[src/rtl/popcount_pkg.sv]
`default_nettype none
// ============================================================================
//  Module  : popcount_pkg
//  Purpose : Shared types and helpers for the sequential population counter.
//            - state_t : FSM encoding (IDLE / COUNT / DONE), 2-bit
//            - cnt_w   : bits needed to hold a count in the range 0..n
//  Revision: 1.0 - initial release
// ============================================================================
package popcount_pkg;

  typedef enum logic [1:0] {
    IDLE  = 2'd0,
    COUNT = 2'd1,
    DONE  = 2'd2
  } state_t;

  function automatic int cnt_w(input int n);
    return $clog2(n + 1);
  endfunction

endpackage
`default_nettype wire

[src/rtl/chunk_popcount.sv]
`default_nettype none
// ============================================================================
//  Module  : chunk_popcount
//  Purpose : Combinational ones counter for one CHUNK-bit slice.
//  Ports   : i_bits  [CHUNK-1:0]          bits to count
//            o_count [cnt_w(CHUNK)-1:0]   number of ones, 0..CHUNK
//  Revision: 1.0 - initial release
// ============================================================================
module chunk_popcount
  import popcount_pkg::*;
#(
  parameter int CHUNK = 4
) (
  input  logic [CHUNK-1:0]          i_bits,
  output logic [cnt_w(CHUNK)-1:0]   o_count
);

  localparam int CCW = cnt_w(CHUNK);

  // Linear adder reduction; CHUNK is small, so the chain stays short.
  always_comb begin
    o_count = '0;
    for (int i = 0; i < CHUNK; i++) begin
      o_count = o_count + CCW'(i_bits[i]);
    end
  end

endmodule
`default_nettype wire

[src/rtl/popcount_seq.sv]
`default_nettype none
// ============================================================================
//  Module  : popcount_seq
//  Purpose : Multi-cycle population counter. A word is accepted in IDLE,
//            counted CHUNK bits per clock in COUNT, and the result is held
//            in DONE until the consumer takes it. Counts ones (in_mode=0)
//            or zeros (in_mode=1); parity is the count LSB.
//  Ports   : clk, rst_n (sync, active-low)
//            in_valid / in_ready / in_data[WIDTH] / in_mode   - word input
//            out_valid / out_ready / out_count[CW] / out_parity - result
//            busy - high while a word is being counted or held
//  Revision: 1.0 - initial release
// ============================================================================
module popcount_seq
  import popcount_pkg::*;
#(
  parameter int WIDTH = 16,
  parameter int CHUNK = 4
) (
  input  logic                     clk,
  input  logic                     rst_n,
  input  logic                     in_valid,
  output logic                     in_ready,
  input  logic [WIDTH-1:0]         in_data,
  input  logic                     in_mode,
  output logic                     out_valid,
  input  logic                     out_ready,
  output logic [cnt_w(WIDTH)-1:0]  out_count,
  output logic                     out_parity,
  output logic                     busy
);

  localparam int NBEATS = WIDTH / CHUNK;
  localparam int CW     = cnt_w(WIDTH);
  localparam int CCW    = cnt_w(CHUNK);
  localparam int BW     = cnt_w(NBEATS);

  if (CHUNK < 1 || CHUNK > WIDTH || (WIDTH % CHUNK) != 0) begin : g_bad_params
    $error("popcount_seq: CHUNK must be in 1..WIDTH and divide WIDTH");
  end

  state_t             r_state;
  state_t             w_next;
  logic [WIDTH-1:0]   r_shift;
  logic [WIDTH-1:0]   w_shift_nx;
  logic               r_mode;
  logic [CW-1:0]      r_acc;
  logic [BW-1:0]      r_beat;
  logic [CHUNK-1:0]   w_chunk;
  logic [CCW-1:0]     w_chunk_cnt;
  logic               w_accept;
  logic               w_last;

  // Zero mode inverts the slice so the same ones counter yields zeros.
  assign w_chunk = r_shift[CHUNK-1:0] ^ {CHUNK{r_mode}};

  chunk_popcount #(.CHUNK(CHUNK)) u_chunk (
    .i_bits  (w_chunk),
    .o_count (w_chunk_cnt)
  );

  // With a single beat the whole word is consumed at once, so there is
  // nothing left to shift down.
  if (NBEATS == 1) begin : g_shift_one
    assign w_shift_nx = '0;
  end else begin : g_shift_multi
    assign w_shift_nx = {{CHUNK{1'b0}}, r_shift[WIDTH-1:CHUNK]};
  end

  assign w_last = (r_beat == BW'(NBEATS - 1));

  // State register
  always_ff @(posedge clk) begin
    if (!rst_n) begin
      r_state <= IDLE;
    end else begin
      r_state <= w_next;
    end
  end

  // Next state and state-decoded handshake outputs
  always_comb begin
    w_next    = r_state;
    in_ready  = 1'b0;
    out_valid = 1'b0;
    busy      = 1'b0;
    w_accept  = 1'b0;
    case (r_state)
      IDLE: begin
        in_ready = 1'b1;
        if (in_valid) begin
          w_accept = 1'b1;
          w_next   = COUNT;
        end
      end
      COUNT: begin
        busy = 1'b1;
        if (w_last) begin
          w_next = DONE;
        end
      end
      DONE: begin
        busy      = 1'b1;
        out_valid = 1'b1;
        if (out_ready) begin
          w_next = IDLE;
        end
      end
      default: begin
        w_next = IDLE;
      end
    endcase
  end

  // Datapath: load on accept, accumulate one chunk per COUNT cycle,
  // hold everything in DONE.
  always_ff @(posedge clk) begin
    if (!rst_n) begin
      r_shift <= '0;
      r_mode  <= 1'b0;
      r_acc   <= '0;
      r_beat  <= '0;
    end else begin
      case (r_state)
        IDLE: begin
          if (w_accept) begin
            r_shift <= in_data;
            r_mode  <= in_mode;
            r_acc   <= '0;
            r_beat  <= '0;
          end
        end
        COUNT: begin
          r_acc   <= r_acc + CW'(w_chunk_cnt);
          r_shift <= w_shift_nx;
          r_beat  <= r_beat + BW'(1);
        end
        default: begin
        end
      endcase
    end
  end

  assign out_count  = r_acc;
  assign out_parity = r_acc[0];

endmodule
`default_nettype wire

[config.mk]
export PLATFORM = sky130hd
export DESIGN_NAME = popcount_seq
export DESIGN_NICKNAME = d
export VERILOG_FILES = /design/src/rtl/popcount_pkg.sv /design/src/rtl/chunk_popcount.sv /design/src/rtl/popcount_seq.sv
export SDC_FILE = /design/constraint.sdc
export NUM_CORES = 1
export LEC_CHECK = 0
export CAP_MARGIN = 15
export CORE_MARGIN = 5
export CORE_UTILIZATION = 45
export CTS_CLUSTER_SIZE = 10
export DETAILED_ROUTE_END_ITERATION = 16
export GPL_ROUTABILITY_DRIVEN = 0
export GPL_TIMING_DRIVEN = 0
export PLACE_DENSITY = 0.71
export SYNTH_ARGS = -nofsm -noshare
export SYNTH_HDL_FRONTEND = slang
export SYNTH_SLANG_ARGS = --single-unit
[constraint.sdc]
create_clock -name clk -period 3.1 [get_ports clk]
set_input_delay 0.775 -clock clk [delete_from_list [all_inputs] [get_ports clk]]
set_output_delay 0.775 -clock clk [all_outputs]
set_load 0.01 [all_outputs]
# Yosys cells after proc, flatten, opt, wreduce, memory -nomap -nowiden
# Cells that the tools add are included.
[classes] n_addsub=5 eq_ne=7 n_mux=15 bitwise=1 reduce_logical=6
[op_table] operator="one-hot mux 16 bit (2 select lines)" count=1
[op_table] operator="2-to-1 mux 16 bit" count=1
[op_table] operator="one-hot mux 5 bit (2 select lines)" count=1
[op_table] operator="!= test 2 bit (second input constant)" count=4
[op_table] operator="adder 3 x 1 -> 3 bit" count=2
[op_table] operator="2-to-1 mux 2 bit" count=3
[op_table] operator="one-hot mux 2 bit (3 select lines)" count=1
[op_table] operator="one-hot mux 3 bit (2 select lines)" count=1
[op_table] operator="adder 5 x 3 -> 5 bit" count=1
[op_table] operator="2-to-1 mux 1 bit" count=5
[op_table] operator="2-to-1 mux 5 bit" count=1
[op_table] operator="AND reduction 2 bit" count=2
[op_table] operator="XOR 4 bit" count=1
[op_table] operator="adder 3 x 1 -> 3 bit (second input constant)" count=1
[op_table] operator="equality test 3 x 2 -> 1 bit (second input constant)" count=1
[op_table] operator="2-to-1 mux 3 bit" count=1
[op_table] operator="AND reduction 3 bit" count=1
[op_table] operator="adder 1 x 1 -> 2 bit" count=1
[op_table] operator="equality test 2 x 1 -> 1 bit (second input constant)" count=1
[op_table] operator="equality test 2 bit (second input constant)" count=1
[op_table] operator="zero test 2 bit" count=1
[op_table] operator="nonzero test 2 bit" count=1
[op_table] operator="OR reduction 2 bit" count=1
[totals] regBits=27 inputBits=21 output_inout_bits=9

# Depth between registers and ports, before layout
[depth] depth_word=6 ltp_mapped=13

# By module
# A second synthesis with hierarchy kept.
[hier_totals] cells_unflattened=153 area_unflattened_um2=1492.7
[by_module_without_submodules] module="popcount_seq" n_inst=1 cells_per_inst=145 area_each_um2=1428.9
[by_module_without_submodules] module="chunk_popcount" n_inst=1 cells_per_inst=8 area_each_um2=63.8

# Worst setup path before layout
# OpenSTA, ideal clock, no wires.
[synth_timing] kind="register -> register" startpoint="register r_mode" endpoint="register r_acc[3] (netlist: out_count[3])" t_arrival_ns=2.563 slack_ns=0.475 path_stages_with_launch=13 synth_period_minus_slack_ns=2.625 cell_sequence="dfxtp_1 > clkbuf_1 > xor2_1 > ha_1 > inv_1 > fa_1 > inv_1 > ha_1 > ha_1 > a21o_1 > a21oi_1 > or4b_1 > nand3_1"
[synth_between] elab_chain_cells=6
[synth_lines] element="from (decl)" line_no="popcount_seq.sv:46" source="logic r_mode;"
[synth_lines] element="from (signal assigned)" line_no="popcount_seq.sv:128" source="r_mode <= in_mode;"
[synth_lines] element="XOR 4 bit (*)" line_no="popcount_seq.sv:55" source="assign w_chunk = r_shift[CHUNK-1:0] ^ {CHUNK{r_mode}};"
[synth_lines] element="adder 1 x 1 -> 2 bit" line_no="chunk_popcount.sv:24" source="o_count = o_count + CCW'(i_bits[i]);"
[synth_lines] element="adder 3 x 1 -> 3 bit" line_no="chunk_popcount.sv:24"
[synth_lines] element="adder 3 x 1 -> 3 bit (*)" line_no="chunk_popcount.sv:24"
[synth_lines] element="adder 5 x 3 -> 5 bit (*)" line_no="popcount_seq.sv:134" source="r_acc <= r_acc + CW'(w_chunk_cnt);"
[synth_lines] element="one-hot mux 5 bit (2 select lines) (*)" line_no="popcount_seq.sv:124" source="case (r_state)"
[synth_lines] element="to (signal assigned)" line_no="popcount_seq.sv:134"
[synth_lines] element="to (decl)" line_no="popcount_seq.sv:47" source="logic [CW-1:0] r_acc;"
# Every way passes the cells marked *; elsewhere a longest branch is shown, timed or not.
# A chain may end at the register's enable or synchronous reset.

# Worst setup path in the final report
# Ends and elaborated chain as after synthesis.

==> run metrics <==
status=completed; combinational fraction of design power=59.4%; CTS root buf=clkbuf_4; area post-placement=0.00187 sq mm; largest net degree at the start of global routing=17; die width=68.2 um; Pint=1000 uW; Clock power frac=9.4%; main combinational cell family by area after synthesis=compound AO/OA/AOI/OAI gates; H-tree depth=1; CTS buffer count=3; wire per inst=13.1 um; critical path fanouts, max=5; drt first-iter violations=39; sw frac=41.1%; CP Data Arrival Time=3.09 ns; Fin. Hold Viols=0; net switching power=700 uW; Clock Latency Late Sink=0.33 ns; Crit Path Class=reg -> reg; xor and xnor area share after synthesis=2.88%; TritonCTS clock tree=built; GRT overflow=0; drt drc=0; startpoint types=flop; DP HPWL=2430 um; final slew viol count=0; Simple-Gate Fraction of Synth Area=16.4%; pwr dens=897 mW/mm^2; Final setup viols=0; height of the chip=68.2 um; drt total wl=3050 um; IO Pins=30; mux share of post-synthesis cell area=9.86%; CP required=3.39 ns; post-synthesis cell type count=35; Overall Global Routing Usage=14.5%; Via Count=1183; port bufs=29; Routed Antenna Nets=0; vias in the first global route=1183; Post-Syn Nets=186; Flop pwr share=31.1%; antenna violations before repair=0; Worst Hold Class=reg -> reg; register area share after synthesis=35.5%; Max Clk Rate=0.357 GHz; Mapped Cells=153; global-route wire length before repair=5090 um; final period utilization=90.5%; nets@finish=220; hold-fix buffers at CTS=0; antenna cells=0; Setup TNS Final=0 ns; drt pass-1 iters=4; nature of the critical path endpoint=flop; max-cap violations=0; Clock Tree Buf Depth=2; post-CTS setup buffers=0; VDD IR max=0.528 mV; initial core utilization=46.0%; syn avg cell area=9.95 sq um; Via density=5.10; area grow syn2layout=24.8%; unrepaired setup endpoints after global routing=false; Worst-path clk slew=0.16 ns; post-synthesis adder-cell area fraction=10.8%; Final Cell Area=0.00190 sq mm; full die area=0.00465 sq mm; CTS resizes=0; proportion of layout cells with a drive suffix above 1=9.14%; Worst Tran Pin Value=0.475 ns; min Tclk post-route=2.80 ns; mapped cell area=0.00152 sq mm; FF+latch count, synth=27; core area=0.00331 sq mm; Ys Warns=0; compound-cell area share of the yosys netlist=17.3%; row count=21; CTS sink cnt=27; max_slew headroom=68.3%; clk_skew=0.00500 ns; P_leak=0.000861 uW
## through the flow
step | power (uW) | setup slack [ns] | cells | utilization (%) | hold slack, ns
2_1_floorplan | 1300 | 0.475 | 153 | - | 0.472
3_3_place_gp | 1530 | 0.360 | 228 | 56.5 | 0.483
3_5_place_dp | 1560 | 0.308 | 228 | 56.5 | 0.490
4_1_cts | 1730 | 0.277 | 232 | 57.4 | 0.526
5_1_grt | 1870 | 0.127 | 232 | 57.4 | 0.548
6_report | 1710 | 0.295 | 232 | 57.4 | 0.518
## routing by layer
layer | global-route usage, % | up-vias | share of wire [%]
li1 | - | 603 | -
met1 | 16.1 | 559 | 44
met2 | 27.7 | 19 | 51
met3 | 4.11 | 2 | 3.9
met4 | 2.23 | 0 | 0.49
met5 | 0 | - | 0
## final cells by class
type | count | area, sq um
Timing Repair Buffer | 29 | 290
Inverter | 11 | 41.3
Buffer | 11 | 67.6
Sequential cell | 27 | 541
Clock inverter | 1 | 7.51
Clock buffer | 3 | 22.5
Multi-Input combinational cell | 104 | 873
Tap cell | 46 | 57.6
Fill cell | 322 | 1410
## power groups by stage
stage	Sequential, uW	Combinational [uW]	Clock [uW]
after floorplan	529	776	0
after global placement	536	995	0
after detailed placement	541	1020	0
after CTS	531	1030	170
after global routing	546	1140	182
final	531	1010	161
## sequential cells by signal, indices dropped and copies added, names as in the netlist
name and flops:
r_state 2, out_count 5, r_beat 3, r_mode 1, r_shift 16
## critical path, cell delays in order, from the launching register on
cell and delay [ns]:
dfxtp_1 0.34, clkbuf_1 0.25, xor2_1 0.12, ha_1 0.28
inv_1 0.05, fa_1 0.38, inv_1 0.07, ha_1 0.23
ha_1 0.28, a21o_1 0.10, a21oi_1 0.08, or4b_1 0.50
nand3_1 0.07
## kinds of logic (layout without fill, tap and decap cells)
family / Yosys count / count (layout)
adders and majority gates: 12 / 12
xor gates and xnor gates: 5 / 5
muxes: 15 / 15
AOI/OAI and AO/OA: 29 / 29
DFF: 27 / 27
buffers and inverters: 22 / 55
and+or+nand+nor: 43 / 43
## cells in the mapped netlist
master | number | area (sq um)
buf_6 | 2 | 22.5
inv_1 | 11 | 41.3
xnor2_1 | 2 | 17.5
o21ai_0 | 1 | 5.00
a221oi_4 | 1 | 26.3
nand3_1 | 5 | 25.0
nand2b_4 | 1 | 13.8
ha_1 | 10 | 125
and2b_4 | 1 | 10.0
buf_4 | 2 | 15.0
buf_2 | 3 | 15.0
nand2b_1 | 1 | 6.26
o21ai_2 | 1 | 8.76
or4b_1 | 1 | 10.0
dfxtp_1 | 27 | 541
xor2_1 | 3 | 26.3
and2_1 | 1 | 6.26
nor2b_1 | 12 | 75.1
clkbuf_1 | 4 | 15.0
a21boi_0 | 1 | 7.51
nand2_4 | 1 | 11.3
o211ai_1 | 1 | 7.51
a22oi_1 | 3 | 22.5
nand2_1 | 14 | 52.6
a21oi_1 | 3 | 15.0
nand4b_1 | 1 | 8.76
a2bb2oi_1 | 3 | 26.3
o211a_1 | 12 | 120
fa_1 | 2 | 40.0
nor2_1 | 2 | 7.51
a21o_1 | 1 | 7.51
nor2_4 | 1 | 11.3
mux2i_1 | 15 | 150
a32oi_1 | 2 | 17.5
nand4_1 | 2 | 12.5
## path summary, 6_finish.rpt
| check | start | end | slack [ns] | cells after the start |
|---|---|---|---|---|
| max | r_mode | out_count[3] | 0.30 | 12 |
| min | r_shift[6] | r_shift[6] | 0.52 | 1 |
| max reg2reg | r_mode | out_count[3] | 0.30 | 12 |
| min reg2reg | r_shift[6] | r_shift[6] | 0.52 | 1 |
## layout by cell type, fill, tap and decap left out, types with 3 or more instances in the layout
cell,instances
nand2_1,14
mux2i_1,15
nand3_1,5
nor2b_1,12
a22oi_1,3
clkdlybuf4s50_1,29
buf_2,3
clkbuf_4,3
a21oi_1,3
clkbuf_1,4
a2bb2oi_1,3
o211a_1,12
xor2_1,3
inv_1,11
dfxtp_1,27
ha_1,10
Power figures use the tool's default switching activity.
